$ cat config.mk
export PLATFORM = sky130hd
export DESIGN_NAME = ifu_fetch_flat
export DESIGN_NICKNAME = d
export VERILOG_FILES = /design/src/rtl/mips_pkg.sv /design/src/rtl/ifu_fetch_if.sv /design/src/rtl/npc_calc.sv /design/src/rtl/ifu_fetch.sv /design/src/flat_wrapper.sv
export SDC_FILE = /design/constraint.sdc
export NUM_CORES = 1
export LEC_CHECK = 0
export ABC_AREA = 1
export ABC_CLOCK_PERIOD_IN_PS = 3200
export BUFFER_PORTS_ARGS = -buffer_cell sky130_fd_sc_hd__buf_4
export CORE_MARGIN = 2
export CORE_UTILIZATION = 25
export CTS_CLUSTER_DIAMETER = 100
export DETAILED_ROUTE_END_ITERATION = 10
export PLACE_DENSITY = 0.44
export RECOVER_POWER = 100
export SLEW_MARGIN = 20
export SYNTH_ARGS = -nofsm -noshare
export SYNTH_HDL_FRONTEND = slang
export SYNTH_HIERARCHICAL = 1
export SYNTH_SLANG_ARGS = --single-unit
$ cat constraint.sdc
create_clock -name clk -period 3.2 [get_ports clk]
set_input_delay 0.48 -clock clk [delete_from_list [all_inputs] [get_ports clk]]
set_output_delay 0.48 -clock clk [all_outputs]
set_load 0.02 [all_outputs]
$ cat src/rtl/mips_pkg.sv
// Shared definitions for the instruction fetch unit and the control unit.
//   PC_* : next-PC select codes driven by the control unit on pcsource.
//   state_e : fetch unit FSM encoding.
//   RESET_PC_DEFAULT : default program counter after reset.
package mips_pkg;

  localparam logic [1:0] PC_SEQ = 2'b00;  // pc + 4
  localparam logic [1:0] PC_BR  = 2'b01;  // pc + 4 + (sext(off) << 2)
  localparam logic [1:0] PC_JR  = 2'b10;  // register target
  localparam logic [1:0] PC_J   = 2'b11;  // pseudo-direct jump / jal

  localparam logic [31:0] RESET_PC_DEFAULT = 32'h0000_0000;

  typedef enum logic {
    S_FETCH = 1'b0,
    S_EXEC  = 1'b1
  } state_e;

endpackage

$ cat src/rtl/ifu_fetch_if.sv
// Instruction memory request/acknowledge bus.
//   req   : fetch request, held until ack
//   addr  : word address of the fetch, stable while req is high
//   ack   : rdata is valid in this cycle
//   rdata : fetched instruction word
// master = fetch unit side, slave = instruction memory side.
interface ifu_fetch_if;

  logic        req;
  logic [31:0] addr;
  logic        ack;
  logic [31:0] rdata;

  modport master (
    output req,
    output addr,
    input  ack,
    input  rdata
  );

  modport slave (
    input  req,
    input  addr,
    output ack,
    output rdata
  );

endinterface

$ cat src/rtl/npc_calc.sv
// Combinational next-PC selection.
//   pc            : current program counter
//   pcsource      : select code (PC_SEQ / PC_BR / PC_JR / PC_J)
//   br_off        : instr[15:0], signed word offset relative to pc + 4
//   j_target      : instr[25:0], word index inside the low 256 MiB
//   jr_addr       : register value for jr
//   npc           : selected next PC, wraps modulo 2^32
//   jr_misaligned : jr is selected and jr_addr is not word aligned
module npc_calc
  import mips_pkg::*;
(
  input  logic [31:0] pc,
  input  logic [1:0]  pcsource,
  input  logic [15:0] br_off,
  input  logic [25:0] j_target,
  input  logic [31:0] jr_addr,
  output logic [31:0] npc,
  output logic        jr_misaligned
);

  logic [31:0] pc_seq;
  logic [31:0] br_disp;

  assign pc_seq  = pc + 32'd4;
  assign br_disp = {{14{br_off[15]}}, br_off, 2'b00};

  always_comb begin
    npc           = pc_seq;
    jr_misaligned = 1'b0;
    case (pcsource)
      PC_SEQ: npc = pc_seq;
      PC_BR:  npc = pc_seq + br_disp;
      PC_JR: begin
        // Low bits are dropped so the PC stays word aligned; the caller flags it.
        npc           = {jr_addr[31:2], 2'b00};
        jr_misaligned = |jr_addr[1:0];
      end
      PC_J:   npc = {4'b0000, j_target, 2'b00};
      default: npc = pc_seq;
    endcase
  end

endmodule

$ cat src/rtl/ifu_fetch.sv
// Instruction fetch unit: owns the PC, fetches over the imem bus into the
// instruction register, presents it for one execute phase and then advances
// the PC according to the control unit's pcsource.
//   clk, rst    : clock and synchronous active-high reset
//   pcsource    : next-PC select, sampled on the advancing edge only
//   br_off      : branch offset field
//   j_target    : jump field
//   jr_addr     : jr register target
//   stall       : holds the execute phase
//   imem        : instruction memory bus (master side)
//   instr       : instruction register
//   instr_valid : instr is being executed this cycle
//   pc          : current PC
//   pc_plus4    : pc + 4 (jal link value)
//   retired     : completed instruction count, wraps
//   align_err   : sticky, a jr targeted a non word-aligned address
module ifu_fetch
  import mips_pkg::*;
#(
  parameter logic [31:0] RESET_PC = RESET_PC_DEFAULT,
  parameter int unsigned CNT_W    = 32
) (
  input  logic             clk,
  input  logic             rst,
  input  logic [1:0]       pcsource,
  input  logic [15:0]      br_off,
  input  logic [25:0]      j_target,
  input  logic [31:0]      jr_addr,
  input  logic             stall,
  ifu_fetch_if.master      imem,
  output logic [31:0]      instr,
  output logic             instr_valid,
  output logic [31:0]      pc,
  output logic [31:0]      pc_plus4,
  output logic [CNT_W-1:0] retired,
  output logic             align_err
);

  state_e           state_q, state_d;
  logic [31:0]      pc_q, pc_d;
  logic [31:0]      instr_q, instr_d;
  logic [CNT_W-1:0] retired_q, retired_d;
  logic             align_err_q, align_err_d;

  logic [31:0] npc;
  logic        jr_misaligned;
  logic        advance;

  npc_calc u_npc_calc (
    .pc            (pc_q),
    .pcsource      (pcsource),
    .br_off        (br_off),
    .j_target      (j_target),
    .jr_addr       (jr_addr),
    .npc           (npc),
    .jr_misaligned (jr_misaligned)
  );

  assign advance = (state_q == S_EXEC) && !stall;

  always_comb begin
    state_d     = state_q;
    pc_d        = pc_q;
    instr_d     = instr_q;
    retired_d   = retired_q;
    align_err_d = align_err_q;
    case (state_q)
      S_FETCH: begin
        if (imem.ack) begin
          instr_d = imem.rdata;
          state_d = S_EXEC;
        end
      end
      S_EXEC: begin
        // ack is ignored here; only stall can hold the instruction.
        if (advance) begin
          pc_d        = npc;
          retired_d   = retired_q + CNT_W'(1);
          align_err_d = align_err_q | jr_misaligned;
          state_d     = S_FETCH;
        end
      end
      default: state_d = S_FETCH;
    endcase
  end

  always_ff @(posedge clk) begin
    if (rst) begin
      state_q     <= S_FETCH;
      pc_q        <= RESET_PC;
      instr_q     <= '0;
      retired_q   <= '0;
      align_err_q <= 1'b0;
    end else begin
      state_q     <= state_d;
      pc_q        <= pc_d;
      instr_q     <= instr_d;
      retired_q   <= retired_d;
      align_err_q <= align_err_d;
    end
  end

  // Masked by rst so nothing is requested or presented during the reset cycle.
  assign imem.req    = (state_q == S_FETCH) && !rst;
  assign imem.addr   = pc_q;
  assign instr_valid = (state_q == S_EXEC) && !rst;
  assign instr       = instr_q;
  assign pc          = pc_q;
  assign pc_plus4    = pc_q + 32'd4;
  assign retired     = retired_q;
  assign align_err   = align_err_q;

endmodule
$ cat src/flat_wrapper.sv
// flat-port wrapper written by rule: the top's interface ports become plain ports
module ifu_fetch_flat import mips_pkg::*;
#(
  parameter logic [31:0] RESET_PC = RESET_PC_DEFAULT,
  parameter int unsigned CNT_W    = 32
)
  (clk, rst, pcsource, br_off, j_target, jr_addr, stall, instr, instr_valid, pc, pc_plus4, retired, align_err, imem_req, imem_addr, imem_ack, imem_rdata);
  ifu_fetch_if imem_i ();
  input  logic clk;
  input  logic rst;
  input  logic [1:0] pcsource;
  input  logic [15:0] br_off;
  input  logic [25:0] j_target;
  input  logic [31:0] jr_addr;
  input  logic stall;
  output logic [31:0] instr;
  output logic instr_valid;
  output logic [31:0] pc;
  output logic [31:0] pc_plus4;
  output logic [CNT_W-1:0] retired;
  output logic align_err;
  output wire logic [$bits(imem_i.req)-1:0] imem_req;
  output wire logic [$bits(imem_i.addr)-1:0] imem_addr;
  input wire logic [$bits(imem_i.ack)-1:0] imem_ack;
  input wire logic [$bits(imem_i.rdata)-1:0] imem_rdata;
  assign imem_req = imem_i.req;
  assign imem_addr = imem_i.addr;
  assign imem_i.ack = imem_ack;
  assign imem_i.rdata = imem_rdata;
  ifu_fetch #(.RESET_PC(RESET_PC), .CNT_W(CNT_W)) u_core (.clk(clk), .rst(rst), .pcsource(pcsource), .br_off(br_off), .j_target(j_target), .jr_addr(jr_addr), .stall(stall), .imem(imem_i), .instr(instr), .instr_valid(instr_valid), .pc(pc), .pc_plus4(pc_plus4), .retired(retired), .align_err(align_err));
endmodule
# Word level (Yosys, flattened, before mapping)
# Index checks and enable logic that the tools add are counted.
# Widths: inputs -> output; s select.
word_totals:
  out_inout_bits: 163
  register_bits: 98
  wordCells: 27
op_classes:
  mux: 5
  n_reduce_logical: 9
  n_addsub: 3
  bitwise_logic: 2
  eq_ne: 3
op_table:
  columns: ["cell", "n"]
  rows:
  - ["$pmux 32 s4", 1]
  - ["$add 32x1->32 const B", 1]
  - ["$add 32x3->32 const B", 1]
  - ["$add 32x32->32", 1]
  - ["$eq 2x2->1 const B", 2]
  - ["$reduce_and 2->1", 2]
  - ["$logic_and 1x1->1", 3]
  - ["$mux 1", 3]
  - ["$eq 2x1->1 const B", 1]
  - ["$logic_not 1->1", 2]
  - ["$logic_not 2->1", 1]
  - ["$pmux 1 s2", 1]
  - ["$reduce_or 2->1", 1]
  - ["$not 1->1", 1]
  - ["$or 1x1->1", 1]

# Longest topological paths before layout
logic_depth:
  word_depth: 4
  depth_mapped: 23

# Cells and area by module
# Netlist, hierarchy kept.
by_module_without_submodules:
  columns: ["module", "seq_area_each_um2", "cells_per_inst", "instances", "area_per_inst_um2"]
  rows:
  - ["ifu_fetch", 1961.9, 726, 1, 4933.5]
  - ["npc_calc", 0.0, 705, 1, 3621.0]

# Least setup slack after synthesis
# No wires, ideal clock.
synth_path:
  path_kind: "register -> register"
  startpoint: "register u_core.pc_q[3] (netlist: u_core/imem.addr[3])"
  endpoint: "register u_core.pc_q[23] (netlist: u_core/imem.addr[23])"
  setup_time_ns: 0.116
  path_buffers: 0
  path_slack_ns: 0.085
  t_arrival_ns: 2.999
  synth_period_minus_slack_ns: 3.115
  required_ns: 3.084
  path_stages_with_launch: 22
  cell_sequence: "dfxtp_1 > ha_1 > nand2_1 > nor2_4 > nand4_2 > nand3b_1 > nor2_1 > nand2_1 > nand2_1 > inv_1 > ha_1 > nand2_1 > inv_1 > a21oi_1 > nand2_1 > inv_1 > nand2_1 > or2_2 > nand3_1 > nand3_1 > o21ai_0 > nor2_1"
synth_via:
  elab_chain_cells: 3
synth_lines:
  columns: ["item", "line", "source"]
  rows:
  - ["from (decl)", "ifu_fetch.sv:40", "logic [31:0] pc_q, pc_d;"]
  - ["from (signal assigned)", "ifu_fetch.sv:96", "pc_q <= pc_d;"]
  - ["$add 32x3->32 *", "npc_calc.sv:24", "assign pc_seq = pc + 32'd4;"]
  - ["$add 32x32->32", "npc_calc.sv:32", "PC_BR: npc = pc_seq + br_disp;"]
  - ["$pmux 32 s4 *", "npc_calc.sv:30", "case (pcsource)"]
  - ["via u_core.npc[23]", "ifu_fetch.sv:45", "logic [31:0] npc;"]
# Mark *: on every way through the listed nets, which the timed path passes. The rest lies on a longest branch.
# A chain may end at the register's enable or synchronous reset.

# Worst setup path after layout
layout_path:
  startpoint: "register u_core.pc_q[2] (netlist: u_core/imem.addr[2])"
  endpoint: "register u_core.pc_q[11] (netlist: u_core/imem.addr[11])"
# The elaborated chain is that of the path after synthesis.

==> results.sh <==
export IMPL_outcome="finished, final reports clean"
export IMPL_setup_violations_final=0
export IMPL_floorplan_die_area_um2=35700
export IMPL_timing_hold_violations_final=0
export IMPL_asyncSetResetFlopFracSynth_pct=0
export IMPL_clkTransAtPathRegs_ns=0.07
export IMPL_post_dp_hpwl_um=31000
export IMPL_timing_critical_path_fanout_max=5
export IMPL_criticalPathCategory="register to register"
export IMPL_nNetsFinal=1926
export IMPL_syn_instance_count=1431
export IMPL_postSynthRegisterBits=98
export IMPL_yosysUniqueCellTypes=46
export IMPL_cp_slowest_cell="sky130_fd_sc_hd__dfxtp_2"
export IMPL_slew_viol_final=0
export IMPL_placementRows=67
export IMPL_grt_max_degree=67
export IMPL_synth_edff_count=0
export IMPL_final_seq_area_um2=1980
export IMPL_cts_made_buffers=9
export IMPL_power_density_nw_per_um2=317
export IMPL_synth_sequential_area_ratio_pct=22.9
export IMPL_power_mw=3.92
export IMPL_worst_case_setup_slack_after_placement_ns=-0.250
export IMPL_first_global_vias=9966
export IMPL_clk_insertion_delay_late_ns=0.37
export IMPL_global_route_wire_length_before_repair_um=57600
export IMPL_endpoint_class_of_the_critical_path="register"
export IMPL_postRouteAntennaNets=0
export IMPL_worst_ep_arrival_time_ns=3.29
export IMPL_tritoncts_clock_tree="built"
export IMPL_cp_required_ns=3.43
export IMPL_final_critical_path_required_period_ns=3.06
export IMPL_synth_largest_area_cell="sky130_fd_sc_hd__dfxtp_1"
export IMPL_drt_iter0_drc=519
export IMPL_cts_htree_levels=3
export IMPL_leakagePower_nw=5.90
export IMPL_dpl_cell_count=2209
export IMPL_port_buffers=274
export IMPL_postSynthAreaPerCell_um2=5.98
export IMPL_layout_drive_gt1_share_pct=29.0
export IMPL_placeableCoreArea_um2=33600
export IMPL_clk_path_buf_depth=2
export IMPL_timing_clock_skew_ns=0.00879
export IMPL_rsz_0062_raised_after_global_routing="yes"
export IMPL_design_portCount=275
export IMPL_floorplan_die_width_um=189
export IMPL_synthesis_nets=1580
export IMPL_timing_final_crit_share_pct=95.5
export IMPL_cts_sinks=98
export IMPL_initial_utilization_pct=25.4
export IMPL_antenna_violations_before_repair=0
export IMPL_tns_ns=0
export IMPL_worst_pin_slew_ns=1.07
export IMPL_post_synth_top_count_cell="sky130_fd_sc_hd__nand2_1"
export IMPL_crit_path_frequent_cell="sky130_fd_sc_hd__inv_1"
export IMPL_mappedNetlistArea_um2=8550
export IMPL_multiInputGateArea_um2=6040
export IMPL_detail_route_drc_violations=0
export IMPL_fillCellCount=3743
export IMPL_synth_commonest_cells="sky130_fd_sc_hd__nand2_1, sky130_fd_sc_hd__nor2_1, sky130_fd_sc_hd__inv_1"
export IMPL_post_synth_main_area_contributors="sky130_fd_sc_hd__dfxtp_1, sky130_fd_sc_hd__nand2_1, sky130_fd_sc_hd__nor2_1"
export IMPL_timing_final_ws_setup_ns=0.145
export IMPL_routed_via_count=10355
export IMPL_ys_flop_type="sky130_fd_sc_hd__dfxtp_1"
export IMPL_chipHeight_um=189
export IMPL_cap_violations=0
export IMPL_cts_root_buf="sky130_fd_sc_hd__clkbuf_16"
export IMPL_routabilityCongestion=0.931
export IMPL_critical_path_cell_by_cell="ha_2 -> nand2_2 -> buf_4 -> inv_1 -> nand3_1 -> xor2_2 -> inv_1 -> ha_2 -> a21oi_2 -> nand2_1 -> inv_1 -> nand2_1 -> o21ai_0 -> nand4_1 -> o21ai_0 -> a21oi_1"
export IMPL_drt_total_wl_um=38700
export IMPL_number_of_warnings_issued_by_yosys=6
export IMPL_vdd_ir_drop_worst_mv=0.249
export IMPL_antennaDiodeCount=0
export IMPL_layoutNonFillerInstCount=2230
export IMPL_relSlewSlack_pct=28.7
export IMPL_via_per_inst=4.64
export IMPL_synth_top_cell_area_share_pct=22.9
export IMPL_holdCritPathClass="input pin to register"
export IMPL_area_delta_synth_final_pct=44.8
export IMPL_avgRoutedWirePerCell_um=17.3
export IMPL_groute_usage_overall_pct=21.0
export IMPL_worstSetupStartpointType="register"
export IMPL_detail_route_first_pass_iterations=5
export IMPL_critical_path_max_stage_delay_ns=0.34
export IMPL_grt_overflow_total=0
export IMPL_max_freq_ghz=0.327
through the flow:
| stage | hold slack, ns | instance area, um2 | util, % |
|---|---|---|---|
| after floorplan | 0.492 | 8550 | - |
| after global routing | 0.326 | 12400 | 36.8 |
| final | 0.333 | 12400 | 36.8 |
| after detailed placement | 0.467 | 11700 | 34.9 |
| after global placement | 0.468 | 11700 | 34.9 |
| after CTS | 0.314 | 12200 | 36.2 |
what timing repair did:
action                     4_1_cts  5_1_grt
setup buffers                    1        4
resized for setup               24      119
hold buffers                     0        0
hold endpoints to repair         0        0
pin swaps                        3       27
setup endpoints to repair       12       23
placed cells by master (no fill, tap or decap), drive strengths merged, types with 2 or more instances in the layout:
cell type / instances
nand2: 363
buf: 345
nor2: 260
inv: 178
dfxtp: 98
o21ai: 98
nand3: 86
clkbuf: 69
a21oi: 59
nand4: 42
ha: 36
nor3: 32
xor2: 29
xnor2: 18
nand3b: 17
a22o: 10
or2: 9
o2111ai: 8
clkinv: 6
o21bai: 5
a21o: 2
and2: 2
flip-flops by register name, summed over array words and instances (netlist names):
register,flops
u_core/align_err,1
u_core/retired,32
u_core/state_q,1
u_core/imem.addr,32
u_core/instr,32
power by group:
part / leakage [nW] / total [mW] / internal [mW] / switching (mW)
sequential: 0.806 / 1.33 / 1.28 / 0.0508
combinational: 4.94 / 1.40 / 0.573 / 0.831
clock: 0.151 / 1.19 / 0.636 / 0.549
per-layer routing:
metal  vias to the layer above  track usage (%)  routed length, um
li1                       5246                -                  -
met1                      4758             25.9              16900
met2                       310             36.9              18800
met3                        41             3.86               2050
met4                         0             6.91                988
met5                         -                0                  0
layout make-up:
cell class                 instances  share of cell area (%)
tap                              448                    4.53
sequential                        98                    16.0
multi-input combinational       1085                    48.8
clock inverter                     5                   0.495
clock buffer                      11                    1.96
timing repair buffer             403                    22.8
inverter                         180                    5.49
cells by family after synthesis:
| family | after synthesis | share of synthesized area, % |
|---|---|---|
| compound gates | 187 | 12.1 |
| xor+xnor | 47 | 4.90 |
| fa+ha+maj | 37 | 5.50 |
| buf+inv | 248 | 12.6 |
| flops | 98 | 22.9 |
| simple gates | 814 | 42.0 |
worst max-delay path: cells and delay by family (launching register included):
family | cells | cell delay, ns
AND/OR/NAND/NOR | 5 | 0.75
flip-flops | 1 | 0.34
adder cells (fa/ha/maj) | 2 | 0.49
XOR/XNOR | 1 | 0.23
AO/OA/AOI/OAI | 4 | 0.75
buffers and inverters | 4 | 0.36
worst paths after layout:
| kind | from | end | slack [ns] | depth (start not counted) |
|---|---|---|---|---|
| worst max-delay path | u_core/imem.addr[2] | u_core/imem.addr[11] | 0.14 | 16 |
| worst max register to register | u_core/imem.addr[2] | u_core/imem.addr[11] | 0.14 | 16 |
| worst min register to register | u_core/retired[6] | u_core/retired[6] | 0.48 | 2 |
| worst min-delay path | imem_rdata[10] | u_core/instr[10] | 0.33 | 3 |
Note: power is estimated with default switching activity, not from simulation.
